===== config.mk =====
export PLATFORM = sky130hd
export DESIGN_NAME = byte_stream_sched
export DESIGN_NICKNAME = d
export VERILOG_FILES = /design/src/rtl/byte_stream_sched.sv
export SDC_FILE = /design/constraint.sdc
export NUM_CORES = 1
export LEC_CHECK = 0
export BUFFER_PORTS_ARGS = -buffer_cell sky130_fd_sc_hd__buf_2
export CAP_MARGIN = 15
export CORE_MARGIN = 3
export CORE_UTILIZATION = 54
export CTS_CLUSTER_SIZE = 16
export DETAILED_ROUTE_END_ITERATION = 8
export PLACE_DENSITY = 0.92
export REMOVE_ABC_BUFFERS = 1
export SLEW_MARGIN = 20
export SYNTH_ARGS = -nofsm -noshare
export SYNTH_HDL_FRONTEND = slang
export SYNTH_SLANG_ARGS = --single-unit

===== constraint.sdc =====
create_clock -name i_clk -period 2.3 [get_ports i_clk]
set_input_delay 0.345 -clock i_clk [delete_from_list [all_inputs] [get_ports i_clk]]
set_output_delay 0.345 -clock i_clk [all_outputs]
set_load 0.02 [all_outputs]

===== src/rtl/byte_stream_sched.sv =====
// byte_stream_sched: sequences one input block per start pulse in front of the
// byte-addressing unit, arbitrating shift steps (S) against dword reads (D).
// Optional feature macro: BYTE_SCHED_RR_EN (round-robin arbitration; default is
// fixed priority D over S).
module byte_stream_sched #(
  parameter int unsigned LEN_W       = 32,
  parameter int unsigned ACK_TIMEOUT = 64,
  parameter int unsigned FLUSH_CYC   = 2
) (
  input  logic             i_clk,
  input  logic             i_rst,
  input  logic             i_start,
  input  logic [LEN_W-1:0] i_blk_len,
  input  logic             i_abort,
  input  logic             i_sh_req,
  output logic             o_sh_gnt,
  input  logic             i_dw_req,
  output logic             o_dw_gnt,
  output logic             o_byte4_en,
  output logic             o_rd_shift_en,
  output logic             o_rd_dword_en,
  input  logic             i_byte4_busy,
  input  logic             i_byte4_svalid,
  input  logic             i_byte4_dvalid,
  output logic [LEN_W-1:0] o_bytes_left,
  output logic             o_blk_done,
  output logic             o_blk_err
);

  localparam int unsigned CntMax = (ACK_TIMEOUT > FLUSH_CYC) ? ACK_TIMEOUT : FLUSH_CYC;
  localparam int unsigned CntW   = $clog2(CntMax + 1);

  typedef enum logic [2:0] {
    StIdle, StArm, StServe, StShift, StDword, StFlush, StDone
  } state_e;

  state_e           r_state;
  state_e           w_state_nxt;
  logic [CntW-1:0]  r_cnt;
  logic [LEN_W-1:0] r_bytes_left;
  logic             r_blk_err;
  logic             w_pick_dw;
  logic             w_ack;
  logic             w_tmo_hit;
  logic             w_flush_end;
  logic             w_counting;

  // Acknowledge for whichever strobe is currently out.
  assign w_ack = (r_state == StShift) ? i_byte4_svalid : i_byte4_dvalid;

  // Watchdog fires on the last allowed strobe cycle without an ack; abort takes precedence.
  assign w_tmo_hit = ((r_state == StShift) || (r_state == StDword)) && !w_ack && !i_abort &&
                     (r_cnt == CntW'(ACK_TIMEOUT - 1));
  assign w_flush_end = (r_cnt == CntW'(FLUSH_CYC - 1));
  assign w_counting  = (r_state == StShift) || (r_state == StDword) || (r_state == StFlush);

`ifdef BYTE_SCHED_RR_EN
  logic r_last_dw;

  // With both requests pending, D wins only if S was granted last.
  assign w_pick_dw = i_dw_req && (!i_sh_req || !r_last_dw);

  // Last-grant pointer; starts at S so the first contested grant goes to D.
  always_ff @(posedge i_clk) begin
    if (i_rst) begin
      r_last_dw <= 1'b0;
    end else if (o_sh_gnt) begin
      r_last_dw <= 1'b0;
    end else if (o_dw_gnt) begin
      r_last_dw <= 1'b1;
    end
  end
`else
  // Fixed priority: literal copy drains first.
  assign w_pick_dw = i_dw_req;
`endif

  // State register.
  always_ff @(posedge i_clk) begin
    if (i_rst) begin
      r_state <= StIdle;
    end else begin
      r_state <= w_state_nxt;
    end
  end

  // Next-state logic.
  always_comb begin
    w_state_nxt = r_state;
    unique case (r_state)
      StIdle: begin
        if (i_start) w_state_nxt = (i_blk_len == '0) ? StFlush : StArm;
      end
      StArm: begin
        if (i_abort)            w_state_nxt = StFlush;
        else if (!i_byte4_busy) w_state_nxt = StServe;
      end
      StServe: begin
        if (i_abort)                   w_state_nxt = StFlush;
        else if (r_bytes_left == '0)   w_state_nxt = StFlush;
        else if (w_pick_dw)            w_state_nxt = StDword;
        else if (i_sh_req)             w_state_nxt = StShift;
      end
      StShift, StDword: begin
        if (i_abort)        w_state_nxt = StFlush;
        else if (w_ack)     w_state_nxt = StServe;
        else if (w_tmo_hit) w_state_nxt = StFlush;
      end
      StFlush: begin
        if (w_flush_end) w_state_nxt = StDone;
      end
      StDone:  w_state_nxt = StIdle;
      default: w_state_nxt = StIdle;
    endcase
  end

  // Outputs decoded from state; grants also need the ack and no coincident abort.
  always_comb begin
    o_byte4_en    = (r_state == StArm) || (r_state == StServe) ||
                    (r_state == StShift) || (r_state == StDword);
    o_rd_shift_en = (r_state == StShift);
    o_rd_dword_en = (r_state == StDword);
    o_sh_gnt      = (r_state == StShift) && i_byte4_svalid && !i_abort;
    o_dw_gnt      = (r_state == StDword) && i_byte4_dvalid && !i_abort;
    o_blk_done    = (r_state == StDone);
  end

  // Byte counter, sticky error and the shared watchdog/flush cycle counter.
  always_ff @(posedge i_clk) begin
    if (i_rst) begin
      r_bytes_left <= '0;
      r_blk_err    <= 1'b0;
      r_cnt        <= '0;
    end else begin
      if (r_state == StIdle && i_start) begin
        r_bytes_left <= i_blk_len;
        r_blk_err    <= 1'b0;
      end else if (o_sh_gnt) begin
        r_bytes_left <= r_bytes_left - LEN_W'(1);
      end else if (o_dw_gnt) begin
        r_bytes_left <= (r_bytes_left < LEN_W'(4)) ? '0 : r_bytes_left - LEN_W'(4);
      end
      if (w_tmo_hit) r_blk_err <= 1'b1;
      // Counter restarts on every state entry so each strobe/flush phase is timed alone.
      if (w_state_nxt != r_state || !w_counting) begin
        r_cnt <= '0;
      end else begin
        r_cnt <= r_cnt + 1'b1;
      end
    end
  end

  assign o_bytes_left = r_bytes_left;
  assign o_blk_err    = r_blk_err;

endmodule


==> summary.md, run 1 <==
| Metric | Value |
|---|---|
| CP arrival | ~2500 ps |
| DRT Pass-1 Iters | 5 |
| Nets | 600 |
| Setup Skew | 9.18 ps |
| Post-synth top area share | between 20% and 30% |
| HP Class | input pin to register |
| Peak supply drop | around 400 uV |
| XOR/XNOR share of the synthesized area | ~2.4% |
| Utilization after layout | 75.4% |
| FP Rows | 27 |
| Most common library cells after synthesis | nor2_1, dfxtp_1, nand2_1, a21oi_1, nor3_1 |
| Routed Antenna Nets | 0 |
| Gr usage total | between 30% and 40% |
| Critical Path Sink Type | register |
| Design Area, Final | 4280 sq um |
| Root buf cell | clkbuf_8 |
| Hold WS | between 200 and 300 ps |
| Status | finished clean |
| Synth Area in Compound Gates | between 20 and 30% |
| Max-cap violations | 0 |
| Power Dens Cells | roughly 680 nW/um^2 |
| Number of remaining DRC errors | 0 |
| Layout cell share with drive strength beyond 1 | 33.0% |
| Area growth, synth to finish | 31.9% |
| Min Tclk post-route | 2300 ps |
| Port buffer count | 79 |
| Final GP Congestion | 1.08 |
| Top-level I/O count | 80 |
| Clock-pin slew on the worst setup and hold paths | 90 ps |
| Die Ht | 83.5 um |
| Switching Share | 40.9% |
| Slew headroom | 66.7% |
| Pin count of the biggest net entering global routing | 24 |
| Flops & latches, synth | 43 |
| Dpl cells | 612 |
| Number of setup violations in the final report | 0 |
| CP max FO | 5 |
| Synth top area cells | dfxtp_1, nor2_1, a21oi_1 |
| CTS tree | built |
| Initial Util | 57.2% |
| Simple-gate share of the synthesized area | 37.4% |
| Fin crit share | ~100% |
| GRT overflow | 0 |
| Via density | approximately 7 |
| DR iter-0 viols | 607 |
| Largest family of logic cells by synthesized area | simple AND/OR/NAND/NOR gates |
| Worst setup path class | register to register |
| Vias in the first global route | 4211 |
| Clock Tree Buf Depth | 2 |
| Mux share of post-synthesis cell area | 1.43% |
| Most frequent cell after synthesis | nor2_1 |
| First-pass GRT wire length | 20.1 mm |
| Slew Limit Fails | 0 |
| Critical Path RT | 2530 ps |
| Register share of total power | between 30% and 40% |
| DIE AREA | around 7000 sq um |
| Post-Syn Area | about 3200 sq um |
| Worst-Margin Slew | 495 ps |
| # diodes | 0 |
| Avg WL per Cell | ~20 um |
| Final wirelength | roughly 13 mm |
| Leakage | ~1.8 nW |
| Die X | 83.5 um |
| CP startpoint kind | register |
| Switching power | 1.18 mW |
| Fmax | about 440 MHz |
| Final cell count without fillers | 626 |
| CTS Buf Count | 5 |
| CORE AREA | 5680 sq um |
| H-tree Lvls | 2 |
| EDFF count, synth | 0 |
| Clock share of power | 20.4% |
| Ys async rst share | 0% |
| Seq/Total Area, Yosys | 26.5% |
| Mapped Cells | 426 |
| Count of final hold-check violations | 0 |
| Syn_area_per_cell | 7.62 sq um |
| Comb power frac | 47.3% |
| Via count | 4340 |
| Yosys Warn Count | 0 |
| Netlist cell types | 75 |
| Ys flop type | dfxtp_1 |
| Setup TNS Final | 0 ps |
| Int Pwr | 1.71 mW |
| Adder-cell area share of the yosys netlist | ~1.9% |
| HPWL Detailed | 9.44 mm |
| Synth area leader | dfxtp_1 |
| Initial antenna violation count | 0 |
| DP Area | 4070 sq um |
| Sink Count | 43 |
| Cts hold-fix bufs | 0 |
| Skew-Pair Late Insertion Delay | about 300 ps |
## layer usage
layer / up-vias / part of all wire (%) / GRT usage [%]
met5: - / 0 / 0
met4: 0 / 6.5 / 20.0
met3: 98 / 11 / 7.01
met2: 367 / 46 / 56.6
met1: 1977 / 37 / 43.0
li1: 1898 / - / -
## state kept, by name, summed over array words and instances, names as in the netlist
| name | count |
|---|---|
| o_bytes_left | 32 |
| o_blk_err | 1 |
| r_cnt | 7 |
| r_state | 3 |
## power groups by stage
| stage | logic (mW) | clock network, mW | registers (mW) |
|---|---|---|---|
| finish | 1.37 | 0.588 | 0.933 |
| global route | 1.45 | 0.620 | 0.942 |
| CTS | 1.27 | 0.592 | 0.923 |
| detailed placement | 1.25 | 0 | 0.940 |
| global placement | 1.23 | 0 | 0.933 |
| floorplan | 0.624 | 0 | 1.03 |
## worst paths after layout
kind	startpoint	endpoint	slack (ps)	cells past startpoint
min	i_blk_len[19]	o_bytes_left[19]	300	3
max reg2reg	o_bytes_left[4]	o_bytes_left[23]	2	6
min reg2reg	o_blk_err	o_blk_err	490	2
max	o_bytes_left[4]	o_bytes_left[23]	2	6
## cells in the final DEF, fill, tap and decap left out, types with 7 or more instances in the layout
cell type / instances
nor3_1: 22
and3_1: 9
buf_2: 79
xnor2_1: 7
dfxtp_1: 42
o21ai_0: 20
nand2_1: 29
nand4_1: 9
a211oi_1: 11
nand3_1: 15
buf_4: 66
a311oi_1: 8
nor4_1: 19
nor2_1: 50
inv_1: 11
a21oi_1: 27
a31oi_1: 7
## through the flow
| stage | setup slack [ps] | power [mW] |
|---|---|---|
| final | 1.70 | 2.89 |
| after global routing | -53.4 | 3.01 |
| after CTS | 0.133 | 2.78 |
| after detailed placement | -10.5 | 2.19 |
| after global placement | 75.8 | 2.16 |
| after floorplan | -422 | 1.66 |
## cell type report
cell class	count	area, sq um
Clock buffer	6	72.6
Clock inverter	1	30.0
Fill cell	443	1400
Inverter	12	45.0
Multi-Input combinational cell	347	2290
Sequential cell	43	862
Tap cell	72	90.1
Timing Repair Buffer	145	891
## cells by family after synthesis
group	Yosys count
flip-flops	43
AO/OA/AOI/OAI	121
buffers and inverters	36
multiplexers	4
AND/OR/NAND/NOR	208
adder cells (fa/ha/maj)	5
XOR/XNOR	9
## critical path, stage by stage, from the launching register on
cell and delay, ps:
dfxtp_1 370, nor4_4 390, buf_4 200, and4_1 300, nand3_1 260, or4_1 530, a31oi_1 170
## what timing repair did
| item | in CTS | in global routing |
|---|---|---|
| pin swaps | 1 | 4 |
| setup endpoints to repair | 3 | 31 |
| setup buffers | 1 | 6 |
| resized for setup | 0 | 11 |
(Power assumes the default switching activity.)
==> run 2: changes to the inputs <==
--- a/config.mk
+++ b/config.mk
@@ -5,13 +5,15 @@
 export SDC_FILE = /design/constraint.sdc
 export NUM_CORES = 1
 export LEC_CHECK = 0
+export ABC_AREA = 1
 export BUFFER_PORTS_ARGS = -buffer_cell sky130_fd_sc_hd__buf_2
 export CAP_MARGIN = 15
 export CORE_MARGIN = 3
-export CORE_UTILIZATION = 54
+export CORE_UTILIZATION = 57
+export CTS_CLUSTER_DIAMETER = 50
 export CTS_CLUSTER_SIZE = 16
 export DETAILED_ROUTE_END_ITERATION = 8
-export PLACE_DENSITY = 0.92
+export PLACE_DENSITY = 0.93
 export REMOVE_ABC_BUFFERS = 1
 export SLEW_MARGIN = 20
 export SYNTH_ARGS = -nofsm -noshare
==> run 2 against run 1 <==
Critical path depth fell by 2. Global-route usage fell by 1.5 points. Die area rose by 17%. Count of clock-buffer cells in the layout fell by 1. Total power rose by 20%. Sequential cell count did not move. Synthesized cell count rose by 57%. Sequential share of layout area fell by 1.5 points. Clock skew fell by 0.99 ps. Utilization fell by 8.0 points. Design area rose by 7.6%. Critical path type is now register to primary output.
==> summary.md, run 2 <==
| Metric | Value |
|---|---|
| RSZ-0062 raised after global routing | no |
| Max-cap violations | 0 |
| Pin count of the biggest net entering global routing | 27 |
| Final wirelength | between 10 and 15 mm |
| Number of fill cells | 669 |
| Status | finished clean |
| Netlist cell types | 43 |
| HP Class | input pin to register |
| Peak supply drop | 403 uV |
| Clock Tree Buf Depth | 2 |
| Sink Count | 43 |
| CORE AREA | 6830 sq um |
| DIE AREA | 8160 sq um |
| Setup TNS Final | 0 ps |
| Avg WL per Cell | between 15 and 20 um |
| FP Rows | 30 |
| Hold WS | 315 ps |
| Setup WS pre-CTS | around 190 ps |
| Number of setup violations in the final report | 0 |
| DR iter-0 viols | 626 |
| Worst-Margin Slew | 623 ps |
| GRT overflow | 0 |
| Mapped Cells | 669 |
| Root buf cell | clkbuf_8 |
| Seq/Total Area, Yosys | a little over a fifth |
| First-pass GRT wire length | roughly 22 mm |
| Min Tclk post-route | 2210 ps |
| Gr usage total | 33.4% |
| Critical Path RT | 1960 ps |
| Worst setup path class | register to primary output |
| Port buffer count | 79 |
| Slew Limit Fails | 0 |
| CTS tree | built |
| Most frequent cell after synthesis | nand2_1 |
| Critical Path Sink Type | primary output |
| # diodes | 0 |
| CTS Buf Count | 5 |
| Area growth, synth to finish | 13.5% |
| Syn_area_per_cell | 6.06 sq um |
| Post-synth top area share | 21.2% |
| Yosys Warn Count | 0 |
| HPWL Detailed | about 11 mm |
| Ys flop type | dfxtp_1 |
| Fmax | 453 MHz |
| Count of final hold-check violations | 0 |
| Max FFs per register | 32 |
| Cts hold-fix bufs | 0 |
| Post-Syn Area | 4060 sq um |
| Clock-pin slew on the worst setup and hold paths | 90 ps |
| Initial antenna violation count | 0 |
| CP startpoint kind | register |
| Die X | between 90 and 100 um |
| Via density | 5.94 |
| DRT Pass-1 Iters | 5 |
| H-tree Lvls | 2 |
| Flops & latches, synth | 43 |
| Commonest non-fill, non-tap cell in the layout | nand2_1 |
| Synth top area cells | dfxtp_1, nand2_1, nor2_1 |
| Most frequent cells in the layout | nand2_1, nor2_1, inv_1, buf_2, o21ai_0 |
| EDFF count, synth | 0 |
| Final GP Congestion | 1.04 |
| Post-CTS setup buffers | 0 |
| Most common library cells after synthesis | nand2_1, nor2_1, inv_1, o21ai_0, nand3_1 |
| Number of remaining DRC errors | 0 |
| Synth area leader | dfxtp_1 |
| Top-level I/O count | 80 |
| CP arrival | 1860 ps |
| Power Dens Cells | approximately 750 nW/um^2 |
| CP max FO | 11 |
| Setup Skew | between 8 and 9 ps |
| Slew headroom | between 50% and 60% |
| Nets | 791 |
| Initial Util | between 50 and 60% |
| Leakage | 2.19 nW |
| Post-cts resize count | 0 |
| Routed Antenna Nets | 0 |
| Via count | ~5000 |
| Fin crit share | approximately 96% |
| Vias in the first global route | 4747 |
| Layout cell share with drive strength beyond 1 | 20.4% |
| Skew-Pair Late Insertion Delay | 310 ps |
| Die Ht | 90.3 um |
| Ys async rst share | 0% |
| Final worst slack | 91.1 ps |
-- run 2: routing by layer --
| metal | track usage [%] | wire length [um] | part of all wire (%) |
|---|---|---|---|
| met2 | 53.8 | 6330 | 46 |
| met5 | 0 | 0 | 0 |
| met4 | 16.3 | 546 | 3.9 |
| met3 | 5.50 | 1530 | 11 |
| met1 | 43.2 | 5490 | 39 |
-- run 2: worst paths after layout --
kind                                       from          endpoint  slack, ps  cells after the start
worst max-delay path                 r_state[0]          o_sh_gnt         90                      4
worst min-delay path               i_blk_len[8]   o_bytes_left[8]        310                      3
worst max register to register  o_bytes_left[0]  o_bytes_left[30]        190                     13
worst min register to register        o_blk_err         o_blk_err        480                      2
-- run 2: cell families (layout without fill, tap and decap cells) --
| kind of cell | after synthesis | count (layout) | synth area share (%) |
|---|---|---|---|
| fa+ha+maj | 5 | 5 | 1.54 |
| xor+xnor | 21 | 21 | 4.54 |
| buf+inv | 102 | 179 | 11.0 |
| simple gates | 372 | 372 | 43.7 |
| flops | 43 | 43 | 21.2 |
| compound gates | 126 | 126 | 18.0 |
-- run 2: report_power, final --
part	internal, mW	switching (mW)
combinational	0.580	1.33
clock	0.212	0.308
sequential	0.843	0.192
-- run 2: layout make-up --
cell class / count / area (sq um) / share of cell area (%)
multi-input combinational: 524 / 2760 / 59.9
sequential: 43 / 861 / 18.7
timing repair buffer: 87 / 455 / 9.89
inverter: 84 / 323 / 7.01
tap: 96 / 120 / 2.61
clock buffer: 5 / 68.8 / 1.49
clock inverter: 3 / 20.0 / 0.435
-- run 2: critical path, stage by stage (launching register included) --
cell and delay [ps]:
dfxtp_1 730, nand4_4 210, nor2_8 180, buf_4 230
buf_2 190
-- run 2: through the flow --
stage          power, mW  util, %  instance area [sq um]  instances
4_1_cts             3.40     67.3                   4600        842
6_report            3.46     67.4                   4600        842
3_5_place_dp        2.89     66.0                   4510        834
2_1_floorplan       2.31        -                   3930        651
3_3_place_gp        2.85     66.0                   4510        834
5_1_grt             3.70     67.4                   4600        842
==> run 3: changes to the inputs <==
--- a/config.mk
+++ b/config.mk
@@ -6,14 +6,14 @@
 export NUM_CORES = 1
 export LEC_CHECK = 0
 export ABC_AREA = 1
-export BUFFER_PORTS_ARGS = -buffer_cell sky130_fd_sc_hd__buf_2
 export CAP_MARGIN = 15
 export CORE_MARGIN = 3
-export CORE_UTILIZATION = 57
+export CORE_UTILIZATION = 60
 export CTS_CLUSTER_DIAMETER = 50
 export CTS_CLUSTER_SIZE = 16
 export DETAILED_ROUTE_END_ITERATION = 8
-export PLACE_DENSITY = 0.93
+export DONT_BUFFER_PORTS = 1
+export PLACE_DENSITY = 0.87
 export REMOVE_ABC_BUFFERS = 1
 export SLEW_MARGIN = 20
 export SYNTH_ARGS = -nofsm -noshare
==> run 3 against run 2 <==
Clock skew up 1.3 ps. Via count down 5.1%. Combinational power about the same. Worst hold slack worse by 230 ps. Critical path type is now register to register. Sequential power about the same. Die area down 4.7%. Critical path depth up 7. Highest routed layer unchanged. Non-clock buffer count down 55.
==> summary.md, run 3 (synthesis results as in run 2) <==
| Metric | Value |
|---|---|
| Die X | ~88 um |
| Commonest non-fill, non-tap cell in the layout | nand2_1 |
| CORE AREA | 6460 sq um |
| HP Class | input pin to register |
| Peak supply drop | between 400 and 500 uV |
| Port buffer count | 0 |
| Slew headroom | 56.7% |
| Sink Count | between 40 and 50 |
| HPWL Detailed | around 10 mm |
| Cts hold-fix bufs | 0 |
| CP arrival | 2430 ps |
| FP Rows | 29 |
| Dpl cells | 760 |
| First-pass GRT wire length | between 20 and 25 mm |
| Max-cap violations | 0 |
| Number of fill cells | roughly 600 |
| Met2 Usage GRT | 54.0% |
| Via density | between 6 and 7 |
| Initial antenna violation count | 0 |
| Setup Skew | 9.52 ps |
| Final cell count without fillers | between 700 and 800 |
| CTS Buf Count | 5 |
| Top delay family on crit path | simple AND/OR/NAND/NOR gates |
| Vias in the first global route | ~4400 |
| Worst path slowest cell | dfxtp_1 |
| Count of final hold-check violations | 0 |
| RSZ-0062 raised after global routing | no |
| Root buf cell | clkbuf_8 |
| Worst setup path class | register to register |
| Skew-Pair Late Insertion Delay | between 300 and 400 ps |
| Met3 usage | under 10% |
| CTS tree | built |
| # diodes | 0 |
| Final wirelength | 13.7 mm |
| Critical Path RT | between 2000 and 3000 ps |
| DIE AREA | 7780 sq um |
| Routed Antenna Nets | 0 |
| Buf/Inv on CP | 2 |
| GRT overflow | 0 |
| Design Area, Final | around 4400 sq um |
| Layout cell share with drive strength beyond 1 | 14.0% |
| Pin count of the biggest net entering global routing | 25 |
| Area growth, synth to finish | 8.95% |
| Post-cts resize count | 0 |
| Gr usage total | 35.4% |
| CP Cell Sequence | inv_1, ha_1, nand2_4, nor2_8, nand2_4, nor2_4, nor2_4, nand2_2, o211ai_1, nand3_1, inv_1 |
| Initial Util | 62.8% |
| CP max FO | 10 |
| Via count | 4751 |
| Clock-pin slew on the worst setup and hold paths | about 100 ps |
| Min Tclk post-route | between 2000 and 2500 ps |
| Avg WL per Cell | approximately 18 um |
| Critical Path Sink Type | register |
| Number of setup violations in the final report | 0 |
| Die Ht | 88.2 um |
| Top-level I/O count | 80 |
| Slew Limit Fails | 0 |
| Global-route met1 utilization | 47.5% |
| Leakage | 1.98 nW |
| DRT Pass-1 Iters | 6 |
| Most frequent cells in the layout | nand2_1, nor2_1, inv_1, o21ai_0, nand3_1 |
| DR iter-0 viols | 501 |
| Fmax | 460 MHz |
| Fin crit share | 94.5% |
| Post-CTS setup buffers | 0 |
| Max FFs per register | 32 |
| Power Dens Cells | 826 nW/um^2 |
| Status | finished clean |
| Clock Tree Buf Depth | 2 |
| CP startpoint kind | register |
| Setup TNS Final | 0 ps |
| H-tree Lvls | 2 |
| Worst-Margin Slew | 645 ps |
| Grt peak-use layer | met2 |
| Slowest stage delay, CP | 360 ps |
| Nets | 736 |
| Number of remaining DRC errors | 0 |
| DP Area | approximately 4300 sq um |
| Final GP Congestion | 1.03 |
[run 3: cell types whose count changed in the layout (fill, tap and decap cells not counted), sizes merged]
cell and delta:
bufinv +2, clkinvlp -1, buf -55, clkinv -1
[run 3: worst register-to-register path: cells and delay by family, from the launching register on]
kind                       cells  cell delay (ps)
AOI/OAI and AO/OA              1              220
buffers and inverters          2              180
adders and majority gates      1              350
and+or+nand+nor                7             1020
DFF                            1              360
[run 3: path summary, 6_finish.rpt]
check / start / endpoint / slack [ps] / cells past startpoint
max: o_bytes_left[2] / o_bytes_left[25] / 130 / 11
min: i_rst / o_bytes_left[2] / 90 / 1
max reg2reg: o_bytes_left[2] / o_bytes_left[25] / 130 / 11
min reg2reg: r_cnt[0] / r_cnt[0] / 510 / 1
[run 3: area by class of cell]
cell class	count	area (sq um)	area share [%]
clock inverter	3	67.6	1.53
multi-input combinational	524	2760	62.5
tap	77	96.3	2.18
inverter	84	323	7.31
clock buffer	5	68.8	1.56
sequential	43	861	19.5
timing repair buffer	32	240	5.44
[run 3: per-layer routing]
metal / wire [um] / vias to the layer above
li1: - / 2224
met1: 5440 / 2106
met2: 6050 / 368
met3: 1670 / 53
met4: 520 / 0
met5: 0 / -
[run 3: power by group]
group	internal, mW	switching, mW	total, mW
Sequential	0.843	0.171	1.01
Clock	0.434	0.310	0.743
Combinational	0.572	1.32	1.89
Total	1.85	1.80	3.65
[run 3: stage by stage]
stage | power (mW) | hold WS [ps] | util, % | worst slack [ps]
2_1_floorplan | 2.31 | 414 | - | 234
3_3_place_gp | 2.80 | 418 | 66.1 | 225
3_5_place_dp | 2.85 | 419 | 66.1 | 210
4_1_cts | 3.58 | 86.8 | 68.2 | 175
5_1_grt | 3.86 | 82.3 | 68.4 | 14.2
6_report | 3.65 | 86.0 | 68.4 | 126
